==> config.mk <==
export PLATFORM = sky130hd
export DESIGN_NAME = mux4_rr_scheduler
export DESIGN_NICKNAME = d
export VERILOG_FILES = /design/src/rtl/mux4_rr_scheduler.sv
export SDC_FILE = /design/constraint.sdc
export NUM_CORES = 1
export LEC_CHECK = 0
export BUFFER_PORTS_ARGS = -buffer_cell sky130_fd_sc_hd__buf_2
export CORE_AREA = 2 2 43 45
export CTS_CLUSTER_DIAMETER = 60
export DETAILED_ROUTE_END_ITERATION = 12
export DIE_AREA = 0 0 45 47
export GPL_ROUTABILITY_DRIVEN = 0
export PLACE_DENSITY_LB_ADDON = 0.05
export SLEW_MARGIN = 20
export SYNTH_ARGS = -nofsm -noshare
export SYNTH_HDL_FRONTEND = slang
export SYNTH_SLANG_ARGS = --single-unit
==> constraint.sdc <==
create_clock -name clk -period 2.53 [get_ports clk]
set_input_delay 0.3795 -clock clk [delete_from_list [all_inputs] [get_ports clk]]
set_output_delay 0.3795 -clock clk [all_outputs]
set_load 0.01 [all_outputs]
==> src/rtl/mux4_rr_scheduler.sv <==
// mux4_rr_scheduler: round-robin 4-way grant scheduler with bounded hold and registered data sample
module mux4_rr_scheduler #(
    parameter int MAX_HOLD = 4
) (
    input  logic       clk,
    input  logic       rst_n,
    input  logic [3:0] req,
    input  logic [3:0] in,
    output logic [3:0] gnt,
    output logic [1:0] sel,
    output logic       out,
    output logic       valid
);
    typedef enum logic {IDLE, GRANT} state_t;
    state_t state, state_nx;
    logic [1:0] ptr, ptr_nx, sel_nx, pick;
    logic [3:0] hold_cnt, hold_nx;
    logic at_max, others, keep;
    always_comb begin
        pick = ptr;
        for (int i = 3; i >= 0; i--)
            if (req[ptr + 2'(i)]) pick = ptr + 2'(i);
    end
    assign at_max = hold_cnt >= 4'(MAX_HOLD);
    assign others = |(req & ~(4'b1 << sel));
    // the current owner keeps the grant until its budget runs out and someone else is waiting
    assign keep = req[sel] && (!at_max || !others);
    always_comb begin
        state_nx = state;
        sel_nx = sel;
        ptr_nx = ptr;
        hold_nx = hold_cnt;
        gnt = (state == GRANT) ? 4'b1 << sel : 4'b0;
        if (req == 4'b0) begin
            state_nx = IDLE;
        end else if (state == GRANT && keep) begin
            hold_nx = at_max ? hold_cnt : hold_cnt + 4'd1;
        end else begin
            state_nx = GRANT;
            sel_nx = pick;
            ptr_nx = pick + 2'd1;
            hold_nx = 4'd1;
        end
    end
    always_ff @(posedge clk or negedge rst_n) begin
        if (!rst_n) begin
            state <= IDLE;
            sel <= 2'd0;
            ptr <= 2'd0;
            hold_cnt <= 4'd0;
            out <= 1'b0;
            valid <= 1'b0;
        end else begin
            state <= state_nx;
            sel <= sel_nx;
            ptr <= ptr_nx;
            hold_cnt <= hold_nx;
            valid <= state == GRANT && req[sel];
            if (state == GRANT && req[sel]) out <= in[sel];
        end
    end
endmodule

==> results of run 1 <==
==> worst register-to-register path: cells and delay by family, from the launching register on <==
family           cells  cell delay [ps]
AND/OR/NAND/NOR      1              200
flip-flops           1              540
multiplexers         2              880
AO/OA/AOI/OAI        1              280
==> cell families (layout without fill, tap and decap cells) <==
group	after synthesis	in the layout	synth area share, %
buffers and inverters	8	27	6.99
AO/OA/AOI/OAI	14	14	14.2
XOR/XNOR	1	1	1.25
AND/OR/NAND/NOR	23	23	18.5
flip-flops	11	11	39.4
multiplexers	8	8	17.9
adder cells (fa/ha/maj)	1	1	1.79
==> registers in the layout (all words and copies together), names as in the netlist <==
register and count:
hold_cnt 4, ptr 2, state 1, sel 2
out 1, valid 1
==> report_power, final <==
group / switching [W] / total, W / internal [W]
logic: 0.000215 / 0.000495 / 0.000280
registers: 0.0000931 / 0.000342 / 0.000249
clock network: 0.0000508 / 0.000112 / 0.0000608
total: 0.000359 / 0.000949 / 0.000590
==> how the worst max path moves through the flow <==
stage / depth (start not counted) / from / to / slack [ps]
2_1_floorplan: 6 / sel[0]$_DFFE_PN0P_ / sel[1]$_DFFE_PN0P_ / 550
3_3_place_gp: 4 / sel[0]$_DFFE_PN0P_ / ptr[0]$_DFFE_PN0P_ / 560
3_5_place_dp: 4 / sel[0]$_DFFE_PN0P_ / ptr[1]$_DFFE_PN0P_ / 510
4_1_cts: 4 / sel[0]$_DFFE_PN0P_ / ptr[1]$_DFFE_PN0P_ / 500
5_1_grt: 4 / sel[0]$_DFFE_PN0P_ / sel[1]$_DFFE_PN0P_ / 420
6_report: 4 / sel[0]$_DFFE_PN0P_ / ptr[1]$_DFFE_PN0P_ / 520
==> cells in the final DEF, fill, tap and decap left out, drive strengths merged <==
| cell | count |
|---|---|
| buf | 18 |
| dfrtp | 11 |
| nor2 | 5 |
| o21ai | 5 |
| inv | 4 |
| nor2b | 4 |
| mux2 | 4 |
| clkbuf | 4 |
| nand2 | 3 |
| and3 | 2 |
| mux2i | 2 |
| nor3 | 2 |
| a31oi | 2 |
| nand4 | 2 |
| mux4 | 2 |
| o22ai | 2 |
| nor3b | 1 |
| and2 | 1 |
| nor4 | 1 |
| nand3b | 1 |
| a21o | 1 |
| o31ai | 1 |
| a21oi | 1 |
| o211ai | 1 |
| xnor2 | 1 |
| and2b | 1 |
| o21a | 1 |
| ha | 1 |
| dlygate4sd3 | 1 |
==> metrics by stage <==
step,instances,hold slack [ps]
after floorplan,66,83.9
after global placement,97,259
after detailed placement,97,260
after CTS,102,508
after global routing,102,521
final,102,504
==> layer usage <==
layer  global-route usage (%)  share of wire (%)  up-vias
met2                     23.7                 44       18
met4                     1.76                  0        0
met5                        0                  0        -
met1                     20.5                 49      259
met3                     7.31                7.3        0
li1                         -                  -      280
==> cell type report <==
cell class / instances / area (um^2)
Fill cell: 166 / 837
Multi-Input combinational cell: 47 / 374
Sequential cell: 11 / 275
Timing Repair Buffer: 19 / 103
Clock buffer: 4 / 26.3
Tap cell: 17 / 21.3
Inverter: 4 / 15.0
==> results by stage, run 1 <==
Outcome:
- The flow ran to the end, and the final reports show no timing, DRC or antenna violations.

Global route:
- Global routing consumed, over all layers together, about 15% of the routing resources.
- The total overflow reported by the global router is 0.
- The number of antenna violations at the first check in global routing is 0.
- The via count of the first global-routing pass is 515.
- Entering global routing, the biggest net connects 12 pins.
- The global-route wire length before repair is roughly 2300 um.

Placed design:
- The number of buffers added on ports is 17.
- Summed over all nets, the half-perimeter wirelength after detailed placement is roughly 990 um.
- The worst slack at placement is 510 ps.
- The placed instance area is 778 um^2.

Job:
- The total of max-cap violations is 0.

Worst setup path:
- Walking the worst path, the cells encountered are mux4_2 -> and2_4 -> o22ai_4 -> mux2_4.
- The critical register-to-register path startpoint is sel[0]$_DFFE_PN0P_.
- The number of buffers and inverters on the critical path is 0.
- STA classifies the critical path startpoint as a flop.
- The slowest stage of the critical path belongs to the cell sky130_fd_sc_hd__mux4_2.
- Of all nets on the critical path, the largest fanout is 10.
- The critical path is of the reg2reg type.
- The reg-to-reg setup timing slack is between 500 and 600 ps.
- Among cell families on the critical path, the largest total delay comes from multiplexers.
- The delay contributed by the slowest stage of the critical path is 550 ps.
- STA classifies the critical path endpoint as a flop.
- Data on the critical path arrives at its endpoint at between 2000 and 2500 ps.
- The endpoint of the lowest-slack register-to-register path is ptr[1]$_DFFE_PN0P_.
- Data on the critical path is required at its endpoint by around 2700 ps.
- The number of cells on the worst reg-to-reg path is 4.

Logic synthesis:
- The number of synthesized flops with an enable pin is 0.
- The combined area of all synthesized cells is roughly 700 um^2.
- Synthesis inferred 11 register bits.
- The leading cell type by number of instances after synthesis is sky130_fd_sc_hd__dfrtp_1.
- The cell taking the most area after synthesis is sky130_fd_sc_hd__dfrtp_1.
- The fraction of registers with async set/reset is 100%.
- In this run the mean area of a mapped cell was about 11 um^2.
- Sorting the synthesized cells by area gives the leading types as sky130_fd_sc_hd__dfrtp_1 (39%), sky130_fd_sc_hd__mux2_4 (6.5%), sky130_fd_sc_hd__mux4_1 (3.8%).
- The number of nets in the synthesized netlist is 77.
- During synthesis, Yosys emitted a total of 0 warnings.
- In the synthesized netlist the dominant register cell turns out to be sky130_fd_sc_hd__dfrtp_1.
- Sequential cells were found to cover between 30 and 40% of the synthesized design area.
- The synthesized instance count is 66.
- In this run, distinct cell masters in the synthesized netlist total 32.
- In this run the biggest area consumer among cell types represents a little under 40% of the synthesized area.
- Counting instances in the post-synthesis netlist gives the leading cell types as sky130_fd_sc_hd__dfrtp_1 (11), sky130_fd_sc_hd__nor2_1 (5), sky130_fd_sc_hd__o21ai_0 (5), sky130_fd_sc_hd__inv_1 (4), sky130_fd_sc_hd__nor2b_1 (4).

Timing:
- The worst setup skew after layout is ~0.85 ps.
- The relative slew slack is a little over two thirds.
- Setup repair after global routing left no endpoint under its margin.
- The final setup slack of the worst path is 520 ps.
- The worst path uses 79.4% of the clock period.
- Based on the critical path, the design can be clocked at up to 0.498 GHz.
- The time the worst path needs with I/O delays and setup is 2010 ps.
- The post-route setup TNS is 0 ps.
- The final setup violation count is 0.
- The number of endpoints with negative hold slack in the final report is 0.
- The final max-slew violation count was 0.
- For the pin with the worst max-slew slack, the measured transition is 439 ps.

Hold path:
- The worst hold path endpoint is hold_cnt[3]$_DFFE_PN0P_.
- The hold path startpoint is hold_cnt[3]$_DFFE_PN0P_.
- The kind of path behind the tightest hold check is reg2reg.
- The cell depth of the worst min-delay path is 1.

Clock network:
- After clock tree synthesis, the clock-pin slew on the worst setup and hold paths is 60 ps.
- The tree is rooted in a sky130_fd_sc_hd__clkbuf_4.
- The number of post-CTS setup repair buffers is 0.
- The worst-skew pair later-pin latency is 260 ps.
- The largest buffer count on any clock path is 2.
- The clock tree from TritonCTS is built.
- The clock sink count is 11.
- After clock tree synthesis, the flow added hold-fix buffers numbering 1.
- Gates resized during post-CTS repair numbered 0.
- The count of H-tree levels built during CTS is 1.
- The CTS buffer count is 3.

Floorplanning:
- The placeable core region is 1650 um^2.
- The die outline area is 2120 um^2.
- 18 I/O pins were placed.
- The cell row count is 15.
- Measured along the y axis, the die boundary spans around 47 um.
- The floorplan step set the die width to 45 um.
- The initial utilization of the core area, before any placement, comes to 42.3%.

Cells and area:
- After routing the design area is slightly above 800 um^2.
- The final layout contains between 90 and 100 nets.
- Relative to the synthesized area, the layout overhead comes to 16.7%.
- Cells with a size suffix above 1 make up 34.1% of the layout.
- Once layout is complete, the utilization of the core stands at between 40% and 50%.
- The repair_antennas step left the layout with diodes totalling 0.

Detailed routing:
- The first TritonRoute pass finished after 4 iterations.
- The number of remaining DRC errors is 0.
- The average via count per standard cell is 5.46.
- The remaining number of nets flagged by the antenna check after routing is 0.
- The detail-routed net length per standard cell is 12.8 um.
- The total wire length after detailed routing is ~1300 um.
- The via count is 557.
- For this block, the initial DRC count from the detailed router was 10.

Pwr:
- The power per cell area is 1160 nW/um^2.
- The total power is 0.000949 W.
- The worst ir drop on vdd is 0.000539 V.
- Summed over all cells, the static leakage comes to 0.394 nW.
(Power assumes the default switching activity.)
==> run 2: changes to the inputs <==
--- a/config.mk
+++ b/config.mk
@@ -5,11 +5,12 @@
 export SDC_FILE = /design/constraint.sdc
 export NUM_CORES = 1
 export LEC_CHECK = 0
+export ABC_AREA = 1
 export BUFFER_PORTS_ARGS = -buffer_cell sky130_fd_sc_hd__buf_2
-export CORE_AREA = 2 2 43 45
+export CORE_AREA = 2 2 46 48
 export CTS_CLUSTER_DIAMETER = 60
 export DETAILED_ROUTE_END_ITERATION = 12
-export DIE_AREA = 0 0 45 47
+export DIE_AREA = 0 0 48 50
 export GPL_ROUTABILITY_DRIVEN = 0
 export PLACE_DENSITY_LB_ADDON = 0.05
 export SLEW_MARGIN = 20
==> constraint.sdc (replaced) <==
create_clock -name clk -period 1.7 [get_ports clk]
set_input_delay 0.255 -clock clk [delete_from_list [all_inputs] [get_ports clk]]
set_output_delay 0.255 -clock clk [all_outputs]
set_load 0.01 [all_outputs]
==> run 2 against run 1 <==
- register-to-register slack got worse by 350 ps
- count of clock-buffer cells in the layout did not move
- critical path type unchanged
- first-iteration DRC count grew to 2.5 times the previous value
- largest cell class unchanged
==> results by stage, run 2 <==
Logic synthesis:
- The unique cell type count in the Yosys netlist was 23 (-28%).
- The number of synthesized flops with an enable pin is 0 (unchanged).
- The post-synthesis sequential element count is 11 (unchanged).
- In the post-synthesis netlist, the biggest area contributors are sky130_fd_sc_hd__dfrtp_1 (34%), sky130_fd_sc_hd__nand2_1 (23%), sky130_fd_sc_hd__inv_1 (7.8%).
- The commonest cells after synthesis are sky130_fd_sc_hd__nand2_1 (49), sky130_fd_sc_hd__inv_1 (17), sky130_fd_sc_hd__nand3_1 (12), sky130_fd_sc_hd__dfrtp_1 (11), sky130_fd_sc_hd__nor2_1 (10).
- The share of synthesized area occupied by flip-flops and latches is 33.8% (-5.6 points).
- The number of nets in the synthesized netlist is 138 (+79%).
- Among all flip-flop cells after synthesis, the most frequent one is sky130_fd_sc_hd__dfrtp_1.
- The warning count from the yosys run is 0 (unchanged).
- The synthesized instance count is 127 (+92%).
- The combined area of all synthesized cells was 813 um^2 (+16%).
- The mean instance size in the synthesized netlist is 6.40 um^2 (-39%).
- The cell taking the most area after synthesis is sky130_fd_sc_hd__dfrtp_1.
- The top-area cell type share of the netlist area was 33.8% (-5.6 points).
- The leading cell type by number of instances after synthesis is sky130_fd_sc_hd__nand2_1.
- The fraction of registers with async set/reset is 100% (unchanged).

Placed design:
- The placed wire-length estimate after detailed placement is 1380 um (+40%).
- The number of buffers added on ports is 17 (unchanged).
- The count of placed standard cells including taps came to 171 (+76%).

Clock network:
- The clock tree from TritonCTS is built.
- The clock sink count is 11 (unchanged).
- The number of post-CTS setup repair buffers is 0 (unchanged).
- The worst-skew pair later-pin latency is 260 ps (about the same).
- The CTS buffer count is 3 (unchanged).
- In this run the clock root is driven by a sky130_fd_sc_hd__clkbuf_4.
- The largest buffer count on any clock path is 2 (unchanged).
- The count of H-tree levels built during CTS is 1 (unchanged).
- The clock edge transition at the registers on the reported setup and hold paths is 60 ps (about the same).

Timing:
- The post-route setup TNS is 0 ps (unchanged).
- The relative slew slack is 75.9% (+5.5 points).
- The number of endpoints with negative hold slack in the final report is 0 (unchanged).
- The worst setup skew after layout was 2.05 ps (+1.20 ps).
- Setup repair after global routing left no endpoint under its margin.
- The upper clock frequency limit is 0.655 GHz (+32%).
- The time the worst path needs with I/O delays and setup is 1530 ps (-483 ps).
- The part of the cycle the worst path needs is 89.8% (+10 points).
- The final setup violation count was 0 (unchanged).
- The actual transition at the worst max-transition pin came to 360 ps (-79.4 ps).
- The worst slack on hold paths is 313 ps (-190 ps).
- The final max-slew violation count is 0 (unchanged).

Cells and area:
- More flip-flops sit in one register than any other, and that register is hold_cnt.
- The fraction of final layout cells with drive strength greater than 1 is 24.8% (-9.3 points).
- Leaving out fill and tap cells, the most frequent cell in the layout is sky130_fd_sc_hd__nand2_1.
- The register area is 277 um^2 (+0.45%).
- The count of filler cells inserted in the layout came to 211 (+27%).
- Compared with the post-synthesis result, the final layout area differs by 20.0%.
- The flip-flop count of the largest register after layout came to 4 (unchanged).
- The filler-free cell count of the finished design was 176 (+73%).
- The footprint of the multi-input gates is 452 um^2 (+21%).
- The top cell types in the final layout, fill and taps aside, are sky130_fd_sc_hd__nand2_1 (49), sky130_fd_sc_hd__inv_1 (17), sky130_fd_sc_hd__buf_2 (17).
- The net count reported at finish was 161 (+66%).
- The count of antenna diodes in the layout was 0 (unchanged).
- The largest registers in the layout are hold_cnt (4), ptr (2), sel (2).

Worst setup path:
- The maximum net fanout on the critical path came to 9 (-1).
- The worst setup path is of the reg2reg kind.
- The capturing element type of the critical path is a flop.
- The arrival time reported for the critical path endpoint was 1680 ps (-470 ps).
- The worst setup path is launched from a flop.
- The data required time at the worst endpoint is 1850 ps (-820 ps).

Pwr:
- The worst ir drop on vdd is 0.000879 V (+63%).
- The power per cell area is 1910 nW/um^2 (+64%).
- The static leakage is 0.564 nW (+43%).

Global route:
- The overall routing resource usage came to 17.3% (+1.8 points).
- The largest net degree at the start of global routing came to 12 (unchanged).
- The total overflow reported by the global router is 0 (unchanged).
- The global-route wire length before repair is 3020 um (+32%).
- The via count of the first global-routing pass came to 730 (+42%).
- The number of antenna violations at the first check in global routing is 0 (unchanged).

Outcome:
- The flow ran to the end, and the final reports show no timing, DRC or antenna violations.

Floorplanning:
- The die boundary width is 48 um (+6.7%).
- The die outline height was 50 um (+6.4%).
- The count of boundary I/O pins was 18 (unchanged).
- The initial core utilization was 42.8% (+0.49 points).
- The die outline area is 2400 um^2 (+13%).
- The cell row count is 16 (+1).
- The placeable core region is 1900 um^2 (+15%).

Detailed routing:
- The number of remaining DRC errors is 0 (unchanged).
- The DRC violation total after the first TritonRoute iteration was 25 (+15).
- The number of iterations in the first detailed-routing pass is 4 (unchanged).
- The via count is 811 (+46%).
- The detail-routed net length per standard cell came to 9.39 um (-26%).
- The total wire length after detailed routing is 1650 um (+27%).
- The remaining number of nets flagged by the antenna check after routing is 0 (unchanged).
- The average via count per standard cell is 4.61 (-16%).

Hold path:
- The kind of path behind the tightest hold check is in2reg.

Job:
- The total of max-cap violations came to 0 (unchanged).
-- run 2: area by class of cell --
cell class | instances | area share [%]
clock buffers | 4 | 2.69
inverters | 22 | 8.72
multi-input cells | 93 | 46.3
flip-flops and latches | 11 | 28.3
well taps | 27 | 3.46
repair buffers | 19 | 10.5
-- run 2: through the flow --
| step | power, W | util, % | instance area, um^2 | setup WS, ps |
|---|---|---|---|---|
| 4_1_cts | 0.00187 | 51.1 | 971 | 163 |
| 3_5_place_dp | 0.00169 | 49.1 | 935 | 181 |
| 2_1_floorplan | 0.00140 | - | 813 | 308 |
| 5_1_grt | 0.00211 | 51.3 | 976 | 4.79 |
| 3_3_place_gp | 0.00168 | 49.1 | 935 | 151 |
| 6_report | 0.00187 | 51.3 | 976 | 174 |
-- run 2: kinds of logic (layout without fill, tap and decap cells) --
| logic type | Yosys count | in the layout | synth area share (%) |
|---|---|---|---|
| buffers and inverters | 23 | 45 | 11.1 |
| AOI/OAI and AO/OA | 12 | 12 | 9.54 |
| DFF | 11 | 11 | 33.8 |
| and+or+nand+nor | 80 | 80 | 44.0 |
| adders and majority gates | 1 | 1 | 1.54 |
-- run 2: repair_timing --
| action | in CTS | in global routing |
|---|---|---|
| hold buffers | 1 | 0 |
| endpoints found under the hold margin | 11 | 0 |
| endpoints found under the setup margin | 0 | 1 |
| gates resized for setup | 0 | 2 |
-- run 2: final timing paths --
path	to	depth (start not counted)	slack, ps	start
setup reg to reg	hold_cnt[0]$_DFFE_PN0P_	9	170	sel[1]$_DFFE_PN0P_
min in group asynchronous	sel[0]$_DFFE_PN0P_	2	380	rst_n
max in group asynchronous	ptr[0]$_DFFE_PN0P_	2	1110	rst_n
hold reg to reg	hold_cnt[1]$_DFFE_PN0P_	2	480	hold_cnt[1]$_DFFE_PN0P_
hold / removal	out$_DFFE_PN0P_	3	310	in[2]
setup / recovery	hold_cnt[0]$_DFFE_PN0P_	9	170	sel[1]$_DFFE_PN0P_
-- run 2: report_power, final --
| part | leakage (nW) | total, W | switching, W | internal, W |
|---|---|---|---|---|
| Combinational | 0.418 | 0.00120 | 0.000747 | 0.000458 |
| Clock | 0.0150 | 0.000171 | 0.0000806 | 0.0000908 |
| Sequential | 0.130 | 0.000490 | 0.000118 | 0.000372 |
| Total | 0.564 | 0.00187 | 0.000945 | 0.000921 |
-- run 2: worst max-delay path, stage by stage (launching register included) --
cell                      delay, ps
sky130_fd_sc_hd__dfrtp_1        490
sky130_fd_sc_hd__inv_2           70
sky130_fd_sc_hd__nand2_2        100
sky130_fd_sc_hd__o21ai_1        100
sky130_fd_sc_hd__nor3_4         200
sky130_fd_sc_hd__nand2_2        120
sky130_fd_sc_hd__nand2_4         90
sky130_fd_sc_hd__inv_4           70
sky130_fd_sc_hd__o21ai_1        110
sky130_fd_sc_hd__nand2_1         60
-- run 2: metal layers --
metal  global-route usage (%)  part of all wire, %  routed length (um)
met4                     1.35                    0                   0
met5                        0                    0                   0
met2                     26.4                   44                 735
met1                     23.8                   48                 795
met3                     6.59                  7.3                 121
